File: src/rtl/llc_cmd_scheduler.sv
// LLC command front-end: L1 request FIFO + snoop holding register, snoop-priority arbiter with
// bounded L1 starvation, IDLE/ISSUE/WAIT issue FSM and completion watchdog. Optional: LLC_SCHED_STATS_EN.
module llc_cmd_scheduler #(
    parameter int ADDR_BITS        = 32,
    parameter int CMDSIZE          = 4,
    parameter int L1_FIFO_DEPTH    = 4,
    parameter int SNOOP_STREAK_MAX = 3,
    parameter int TIMEOUT_CYCLES   = 64
) (
    input  logic                 clk,
    input  logic                 rst_n,
    input  logic                 l1_valid,
    output logic                 l1_ready,
    input  logic [CMDSIZE-1:0]   l1_cmd,
    input  logic [ADDR_BITS-1:0] l1_addr,
    input  logic                 snp_valid,
    output logic                 snp_ready,
    input  logic [CMDSIZE-1:0]   snp_cmd,
    input  logic [ADDR_BITS-1:0] snp_addr,
    output logic                 llc_cmd_valid,
    output logic [CMDSIZE-1:0]   llc_cmd,
    output logic [ADDR_BITS-1:0] llc_addr,
    input  logic                 llc_done,
    output logic                 busy,
    output logic                 err_illegal,
    output logic                 err_timeout
`ifdef LLC_SCHED_STATS_EN
    ,
    output logic [31:0]          stat_l1_issued,
    output logic [31:0]          stat_snp_issued,
    output logic [31:0]          stat_timeouts,
    output logic [31:0]          stat_illegal
`endif
);

    localparam int PW = $clog2(L1_FIFO_DEPTH);
    localparam int SW = $clog2(SNOOP_STREAK_MAX + 1);
    localparam int WW = $clog2(TIMEOUT_CYCLES + 1);
    localparam logic [SW-1:0] STREAK_MAX = SW'(SNOOP_STREAK_MAX);
    localparam logic [WW-1:0] WDOG_LAST  = WW'(TIMEOUT_CYCLES - 1);

    typedef enum logic [1:0] {S_IDLE, S_ISSUE, S_WAIT} state_t;

    function automatic logic f_l1_legal(input logic [CMDSIZE-1:0] c);
        return (c == CMDSIZE'(0)) || (c == CMDSIZE'(1)) || (c == CMDSIZE'(2)) ||
               (c == CMDSIZE'(8)) || (c == CMDSIZE'(9));
    endfunction

    function automatic logic f_snp_legal(input logic [CMDSIZE-1:0] c);
        return (c == CMDSIZE'(3)) || (c == CMDSIZE'(4)) || (c == CMDSIZE'(5)) || (c == CMDSIZE'(6));
    endfunction

    state_t               r_state, w_state_nxt;
    logic [CMDSIZE-1:0]   r_fifo_cmd  [L1_FIFO_DEPTH];
    logic [ADDR_BITS-1:0] r_fifo_addr [L1_FIFO_DEPTH];
    logic [PW:0]          r_wptr, r_rptr;
    logic                 r_snp_vld;
    logic [CMDSIZE-1:0]   r_snp_cmd;
    logic [ADDR_BITS-1:0] r_snp_addr;
    logic [CMDSIZE-1:0]   r_llc_cmd;
    logic [ADDR_BITS-1:0] r_llc_addr;
    logic [SW-1:0]        r_streak;
    logic [WW-1:0]        r_wdog;
    logic                 r_err_illegal, r_err_timeout;

    logic w_empty, w_full, w_l1_acc, w_snp_acc, w_push, w_snp_load, w_snp_win;
    logic w_grant_snp, w_grant_l1, w_timeout;

    // Extra pointer bit distinguishes full from empty when the indices match.
    assign w_empty    = (r_wptr == r_rptr);
    assign w_full     = (r_wptr[PW] != r_rptr[PW]) && (r_wptr[PW-1:0] == r_rptr[PW-1:0]);
    assign w_l1_acc   = l1_valid && !w_full;
    assign w_snp_acc  = snp_valid && !r_snp_vld;
    assign w_push     = w_l1_acc && f_l1_legal(l1_cmd);
    assign w_snp_load = w_snp_acc && f_snp_legal(snp_cmd);
    assign w_snp_win  = r_snp_vld && (w_empty || (r_streak < STREAK_MAX));

    always_ff @(posedge clk or negedge rst_n) begin
        if (!rst_n) r_state <= S_IDLE;
        else        r_state <= w_state_nxt;
    end

    always_comb begin
        w_state_nxt = r_state;
        w_grant_snp = 1'b0;
        w_grant_l1  = 1'b0;
        w_timeout   = 1'b0;
        case (r_state)
            S_IDLE: begin
                if (w_snp_win) begin
                    w_grant_snp = 1'b1;
                    w_state_nxt = S_ISSUE;
                end else if (!w_empty) begin
                    w_grant_l1  = 1'b1;
                    w_state_nxt = S_ISSUE;
                end
            end
            S_ISSUE: w_state_nxt = S_WAIT;
            S_WAIT: begin
                if (llc_done) begin
                    w_state_nxt = S_IDLE;
                end else if (r_wdog == WDOG_LAST) begin
                    w_timeout   = 1'b1;
                    w_state_nxt = S_IDLE;
                end
            end
            default: w_state_nxt = S_IDLE;
        endcase
    end

    // Payload storage needs no reset: only the pointers define occupancy.
    always_ff @(posedge clk) begin
        if (w_push) begin
            r_fifo_cmd[r_wptr[PW-1:0]]  <= l1_cmd;
            r_fifo_addr[r_wptr[PW-1:0]] <= l1_addr;
        end
    end

    always_ff @(posedge clk or negedge rst_n) begin
        if (!rst_n) begin
            r_wptr        <= '0;
            r_rptr        <= '0;
            r_snp_vld     <= 1'b0;
            r_snp_cmd     <= '0;
            r_snp_addr    <= '0;
            r_llc_cmd     <= '0;
            r_llc_addr    <= '0;
            r_streak      <= '0;
            r_wdog        <= '0;
            r_err_illegal <= 1'b0;
            r_err_timeout <= 1'b0;
        end else begin
            if (w_push)     r_wptr <= r_wptr + (PW+1)'(1);
            if (w_grant_l1) r_rptr <= r_rptr + (PW+1)'(1);
            if (w_grant_snp) r_snp_vld <= 1'b0;
            if (w_snp_load) begin
                r_snp_vld  <= 1'b1;
                r_snp_cmd  <= snp_cmd;
                r_snp_addr <= snp_addr;
            end
            if (w_grant_snp) begin
                r_llc_cmd  <= r_snp_cmd;
                r_llc_addr <= r_snp_addr;
            end else if (w_grant_l1) begin
                r_llc_cmd  <= r_fifo_cmd[r_rptr[PW-1:0]];
                r_llc_addr <= r_fifo_addr[r_rptr[PW-1:0]];
            end
            if (w_empty || w_grant_l1)                     r_streak <= '0;
            else if (w_grant_snp && r_streak != STREAK_MAX) r_streak <= r_streak + SW'(1);
            if (r_state == S_ISSUE)     r_wdog <= '0;
            else if (r_state == S_WAIT) r_wdog <= r_wdog + WW'(1);
            // Simultaneous drops on both ports collapse into one pulse.
            r_err_illegal <= (w_l1_acc && !f_l1_legal(l1_cmd)) || (w_snp_acc && !f_snp_legal(snp_cmd));
            r_err_timeout <= w_timeout;
        end
    end

`ifdef LLC_SCHED_STATS_EN
    logic [31:0] r_st_l1, r_st_snp, r_st_to, r_st_ill;
    always_ff @(posedge clk or negedge rst_n) begin
        if (!rst_n) begin
            r_st_l1  <= '0;
            r_st_snp <= '0;
            r_st_to  <= '0;
            r_st_ill <= '0;
        end else begin
            if (w_grant_l1)    r_st_l1  <= r_st_l1 + 32'd1;
            if (w_grant_snp)   r_st_snp <= r_st_snp + 32'd1;
            if (r_err_timeout) r_st_to  <= r_st_to + 32'd1;
            if (r_err_illegal) r_st_ill <= r_st_ill + 32'd1;
        end
    end
    assign stat_l1_issued  = r_st_l1;
    assign stat_snp_issued = r_st_snp;
    assign stat_timeouts   = r_st_to;
    assign stat_illegal    = r_st_ill;
`endif

    assign l1_ready      = !w_full;
    assign snp_ready     = !r_snp_vld;
    assign llc_cmd_valid = (r_state == S_ISSUE);
    assign busy          = (r_state != S_IDLE);
    assign llc_cmd       = r_llc_cmd;
    assign llc_addr      = r_llc_addr;
    assign err_illegal   = r_err_illegal;
    assign err_timeout   = r_err_timeout;

endmodule

File: config.mk
export PLATFORM = sky130hd
export DESIGN_NAME = llc_cmd_scheduler
export DESIGN_NICKNAME = d
export VERILOG_FILES = /design/src/rtl/llc_cmd_scheduler.sv
export SDC_FILE = /design/constraint.sdc
export NUM_CORES = 1
export LEC_CHECK = 0
export CAP_MARGIN = 20
export CORE_MARGIN = 2
export CORE_UTILIZATION = 39
export CTS_CLUSTER_DIAMETER = 100
export DETAILED_ROUTE_END_ITERATION = 10
export DONT_BUFFER_PORTS = 1
export PLACE_DENSITY = 0.62
export REMOVE_ABC_BUFFERS = 1
export SLEW_MARGIN = 20
export SYNTH_ARGS = -nofsm -noshare
export SYNTH_HDL_FRONTEND = slang
export SYNTH_SLANG_ARGS = --single-unit
File: constraint.sdc
create_clock -name clk -period 3.42 [get_ports clk]
set_clock_uncertainty 0.2 [all_clocks]
set_input_delay 0.684 -clock clk [delete_from_list [all_inputs] [get_ports clk]]
set_output_delay 0.684 -clock clk [all_outputs]
set_load 0.03 [all_outputs]
# [Yosys cells after proc, flatten, opt, wreduce, memory -nomap -nowiden]
# Memories as Yosys holds them, arrays and structs flattened.
# Cells that the tools add are included.
[totals] reg_bits=92 mem_bits_rw=144 inputBits=77 out_inout_bits=42 wordCells=92 n_memories=2
[op_classes] add_sub_neg=4 n_lt_le_gt_ge=1 eq_ne=17 mux=25 reduce_logical=31
[mem_list] name="r_fifo_addr" depth=4 width=32 rd=1 rd_ports_with_merged_regs=0 wr=1 line="55" rtl="logic [ADDR_BITS-1:0] r_fifo_addr [L1_FIFO_DEPTH];"
[mem_list] name="r_fifo_cmd" depth=4 width=4 rd=1 rd_ports_with_merged_regs=0 wr=1 line="54" rtl="logic [CMDSIZE-1:0] r_fifo_cmd [L1_FIFO_DEPTH];"
[ops] op="$mux W32" count=2
[ops] op="$mux W7" count=2
[ops] op="$eq A4 B3 Y1 const B" count=3
[ops] op="$mux W1" count=12
[ops] op="$mux W2" count=6
[ops] op="$logic_or A1 B1 Y1" count=10
[ops] op="$reduce_bool A2 Y1" count=5
[ops] op="$logic_and A1 B1 Y1" count=9
[ops] op="$eq A4 B2 Y1 const B" count=2
[ops] op="$eq A4 B4 Y1 const B" count=2
[ops] op="$mux W4" count=2
[ops] op="$add A7 B1 Y7 const B" count=1
[ops] op="$eq A7 B6 Y1 const B" count=1
[ops] op="$add A3 B1 Y3 const B" count=2
[ops] op="$ne A3 B3 Y1 const B" count=2
[ops] op="$pmux W2 S3" count=1
[ops] op="$eq A4 B1 Y1 const B" count=1
[ops] op="$logic_not A1 Y1" count=4
[ops] op="$logic_not A4 Y1" count=1
[ops] op="$eq A3 B3 Y1" count=1
[ops] op="$add A2 B1 Y2 const B" count=1
[ops] op="$eq A2 B1 Y1 const B" count=1
[ops] op="$eq A2 B2 Y1" count=1
[ops] op="$eq A2 B2 Y1 const B" count=1
[ops] op="other kinds (5)" count=5

# [Depth between registers and ports, before layout]
[logic_depth] word_depth=8 depth_mapped=8 mapped_depth_nobuf=6

# [Worst setup path before layout]
# No wires, ideal clock.
[synth_timing] path_type="reg-to-reg" startpoint="register r_rptr[2]" endpoint="memory r_fifo_addr[2][0], enable pin" setup_ns=0.397 arrival_time_ns=2.191 required_time_ns=2.823 path_slack_ns=0.632 stages_incl_launch_ff=5 n_path_buf=0 period_less_slack_ns=2.788 path_cell_list="dfrtp_1 -> xnor2_1 -> o31ai_1 -> nor3_2 -> and2_1"
[synth_between] elab_chain_len=7
[synth_rtl] element="from (decl)" line="56" rtl="logic [PW:0] r_wptr, r_rptr;"
[synth_rtl] element="from (signal assigned)" line="134" rtl="if (w_grant_l1) r_rptr <= r_rptr + (PW+1)'(1);"
[synth_rtl] element="$ne A1 B1 Y1" line="71" rtl="assign w_full = (r_wptr[PW] != r_rptr[PW]) && (r_wptr[PW-1:0] == r_rptr[PW-1:0]);"
[synth_rtl] element="$logic_and A1 B1 Y1" line="71"
[synth_rtl] element="$logic_not A1 Y1" line="72" rtl="assign w_l1_acc = l1_valid && !w_full;"
[synth_rtl] element="$logic_and A1 B1 Y1" line="72"
[synth_rtl] element="$logic_and A1 B1 Y1" line="74" rtl="assign w_push = w_l1_acc && f_l1_legal(l1_cmd);"
[synth_rtl] element="$mux W1" line="113" rtl="if (w_push) begin"
[synth_rtl] element="$mux W1 (not written as such)" line="115" rtl="r_fifo_addr[r_wptr[PW-1:0]] <= l1_addr;"
[synth_rtl] element="to (decl)" line="55"
# Every way passes these cells.

# [Worst setup path in the final report]
[layout_timing] startpoint="register r_rptr[0]" endpoint="output port l1_ready"
[layout_between] elab_chain_len=3
[layout_rtl] element="$eq A2 B2 Y1" line="71"
[layout_rtl] element="$logic_and A1 B1 Y1" line="71"
[layout_rtl] element="$logic_not A1 Y1" line="179" rtl="assign l1_ready = !w_full;"
[layout_rtl] element="to (decl)" line="13" rtl="output logic l1_ready,"
# Every way passes these cells.

==> metrics.yaml <==
setup_viol: 0
place_hpwl_um: 12800
clk_latency_ps: 510
worstSetupStartpoint: "r_rptr[0]"
finalMaxSlewViolations: 0
synthCells: 540
antenna_cells: 0
wl_um: 19600
async_flop_share: 0.390
ctsResizeCount: 0
rows: 56
synthMostInstantiatedCell: "edfxtp_1"
start_kind: "flop"
fin_cells: 895
dr_total_vias: 4771
die_w_um: 159
initial_utilization: 0.399
ys_types: 45
clockBufferDepth: 3
synth_warnings: 0
avgRoutedWirePerCell_um: 21.9
dpl_cell_area_mm2: 0.00982
clkSlewWorstSetupHoldPaths_ps: 60
grt_max_degree: 93
grt_overflow: 0
io_buffers: 0
final_nets: 647
reg2regPathDepth: 5
place_ws_ps: 688
reg2reg_from: "r_rptr[0]"
cts_tree: "done"
timing.final.ws_setup_ps: 410
crit_end: "l1_ready"
n_fill_cell: 2065
drc: 0
cts.sinks: 236
max_clock_freq_mhz: 332
die-area_mm2: 0.0253
syn_to_final_growth_pct: 12.8
dpl.cell_count: 849
track_usage: 0.159
route.met2.wl_um: 9540
fp.dieH_um: 159
critPathKind: "reg2out"
path_max_fanout: 8
firstDrtPassIters: 6
slew_headroom: 0.506
syn_area_mm2: 0.00939
h-tree-depth: 1
yosys.area.top_type: "edfxtp_1"
period_share: 0.880
synth-edff-count: 144
hp-class: "in2reg"
rsz0062_at_grt: "no"
maxCapViolCount: 0
synth_ff_type: "edfxtp_1"
vdd_drop_max_v: 0.000510
antenna_found_initial: 0
leakage_uw: 0.00388
pin_count: 119
status: "completed"
fin_crit_ps: 3010
crit_path_end_kind: "primary output"
worstPathRequired_ps: 2540
critPathArrivalTime_ps: 2130
ys_ff_latch: 236
place_congestion: 0.713
dr.first_iter.drc_count: 356
coreArea_mm2: 0.0235
worstMarginPinSlew_ps: 739
via_per_inst: 5.33
met3_wirelength_um: 1890
p_per_area_mw_per_mm2: 966
ys_top_cells_by_area: "edfxtp_1 (46%), dfrtp_1 (25%), mux4_2 (8.6%)"
grt_pass1_vias: 5307
postSynthAreaPerCell_um2: 17.4
drive_gt1_frac: 0.276
yosysSeqAreaShare: 0.705
drt-met1-wl_um: 7990
post-route-cell-area_mm2: 0.0106
reg2reg_to: "r_fifo_addr[2][8]"
synth_common_cells: "edfxtp_1 (144), dfrtp_1 (92), mux2_2 (39)"
synth_top_cell_area_share: 0.460
hold_violations: 0
worst_hold_slack_ps: 65.6
cts-root-buf: "clkbuf_16"
top_layer: "met4"
numCtsBuffers: 25
grt_pass1_wl_um: 31300
antenna_left: 0
r2r_slack_ps: 710
-- routing by layer --
layer  vias to the layer above  GRT usage
met2                       152      0.268
met5                         -          0
met3                        20     0.0615
met1                      2494      0.199
li1                       2105          -
met4                         0     0.0302
-- power breakdown --
group | leakage, uW | switching (uW) | internal (uW)
combinational | 0.00112 | 1800 | 1400
clock | 0.000360 | 1030 | 1390
sequential | 0.00240 | 887 | 3720
total | 0.00388 | 3720 | 6510
-- stage by stage --
stage          utilization  setup TNS [ps]  power (uW)
3_3_place_gp         0.417               0        7720
4_1_cts              0.450               0       10400
5_1_grt              0.450               0       10900
6_report             0.450               0       10200
2_1_floorplan            -          -96590        6860
3_5_place_dp         0.417               0        7870
-- worst max-delay path: stages, from the launching register on --
cell and delay, ps:
dfrtp_4 550, xnor2_1 590, nand3_1 240, buf_4 240
-- cells by family after synthesis --
group	share of synthesized area
multiplexers	0.137
AND/OR/NAND/NOR	0.0384
buffers and inverters	0.0272
flip-flops	0.705
AO/OA/AOI/OAI	0.0649
XOR/XNOR	0.0129
adder cells (fa/ha/maj)	0.0147
-- sequential cells by signal, indices dropped and copies added, names as in the netlist --
signal,cells
r_fifo_addr,128
llc_addr,32
r_snp_addr,32
r_fifo_cmd,16
r_wdog,7
llc_cmd,4
r_snp_cmd,4
r_rptr,3
r_wptr,3
r_state,2
r_streak,2
err_illegal,1
err_timeout,1
r_snp_vld,1
-- how the worst min path moves through the flow --
stage / cells after the start / from / slack [ps] / endpoint
2_1_floorplan: 0 / rst_n / 190 / err_illegal
3_3_place_gp: 0 / rst_n / 190 / r_snp_addr[25]
3_5_place_dp: 0 / rst_n / 190 / r_wdog[3]
4_1_cts: 0 / l1_addr[30] / 40 / r_fifo_addr[0][30]
5_1_grt: 0 / l1_addr[6] / 30 / r_fifo_addr[2][6]
6_report: 0 / l1_addr[26] / 70 / r_fifo_addr[1][26]
-- cell type report --
cell class / count / area, um2 / share of cell area
tap: 319 / 399 / 0.0377
sequential: 236 / 6630 / 0.626
multi-input combinational: 255 / 2530 / 0.239
inverter: 25 / 93.8 / 0.00886
clock buffer: 35 / 683 / 0.0645
clock inverter: 9 / 48.8 / 0.00461
timing repair buffer: 16 / 205 / 0.0194
-- placed cells by master (no fill, tap or decap), types with 2 or more instances in the layout --
cell type / netlist / final
dfrtp_1: 92 / 90
mux2_2: 39 / 39
mux2_1: 2 / 2
nand2_1: 27 / 27
a21oi_2: 20 / 20
buf_12: 0 / 5
nand3_1: 4 / 4
clkinv_1: 0 / 3
ha_1: 11 / 11
a21oi_1: 27 / 27
nand3b_1: 2 / 2
o22ai_1: 4 / 4
clkinv_2: 0 / 4
buf_4: 2 / 9
nor2b_1: 3 / 3
a222oi_1: 15 / 15
xnor2_1: 5 / 5
and2_2: 0 / 3
clkbuf_16: 0 / 25
edfxtp_1: 144 / 144
nor3_1: 2 / 2
xor2_1: 7 / 7
clkbuf_1: 6 / 8
mux4_2: 36 / 36
inv_1: 24 / 24
nor2_1: 25 / 25
clkinv_4: 0 / 2
a41oi_2: 0 / 2
clkbuf_8: 0 / 2
-- what timing repair did --
item | CTS | global route
hold buffers | 2 | 0
setup buffers | 0 | 0
hold endpoints to repair | 92 | 0
Note: power is estimated with default switching activity, not from simulation.
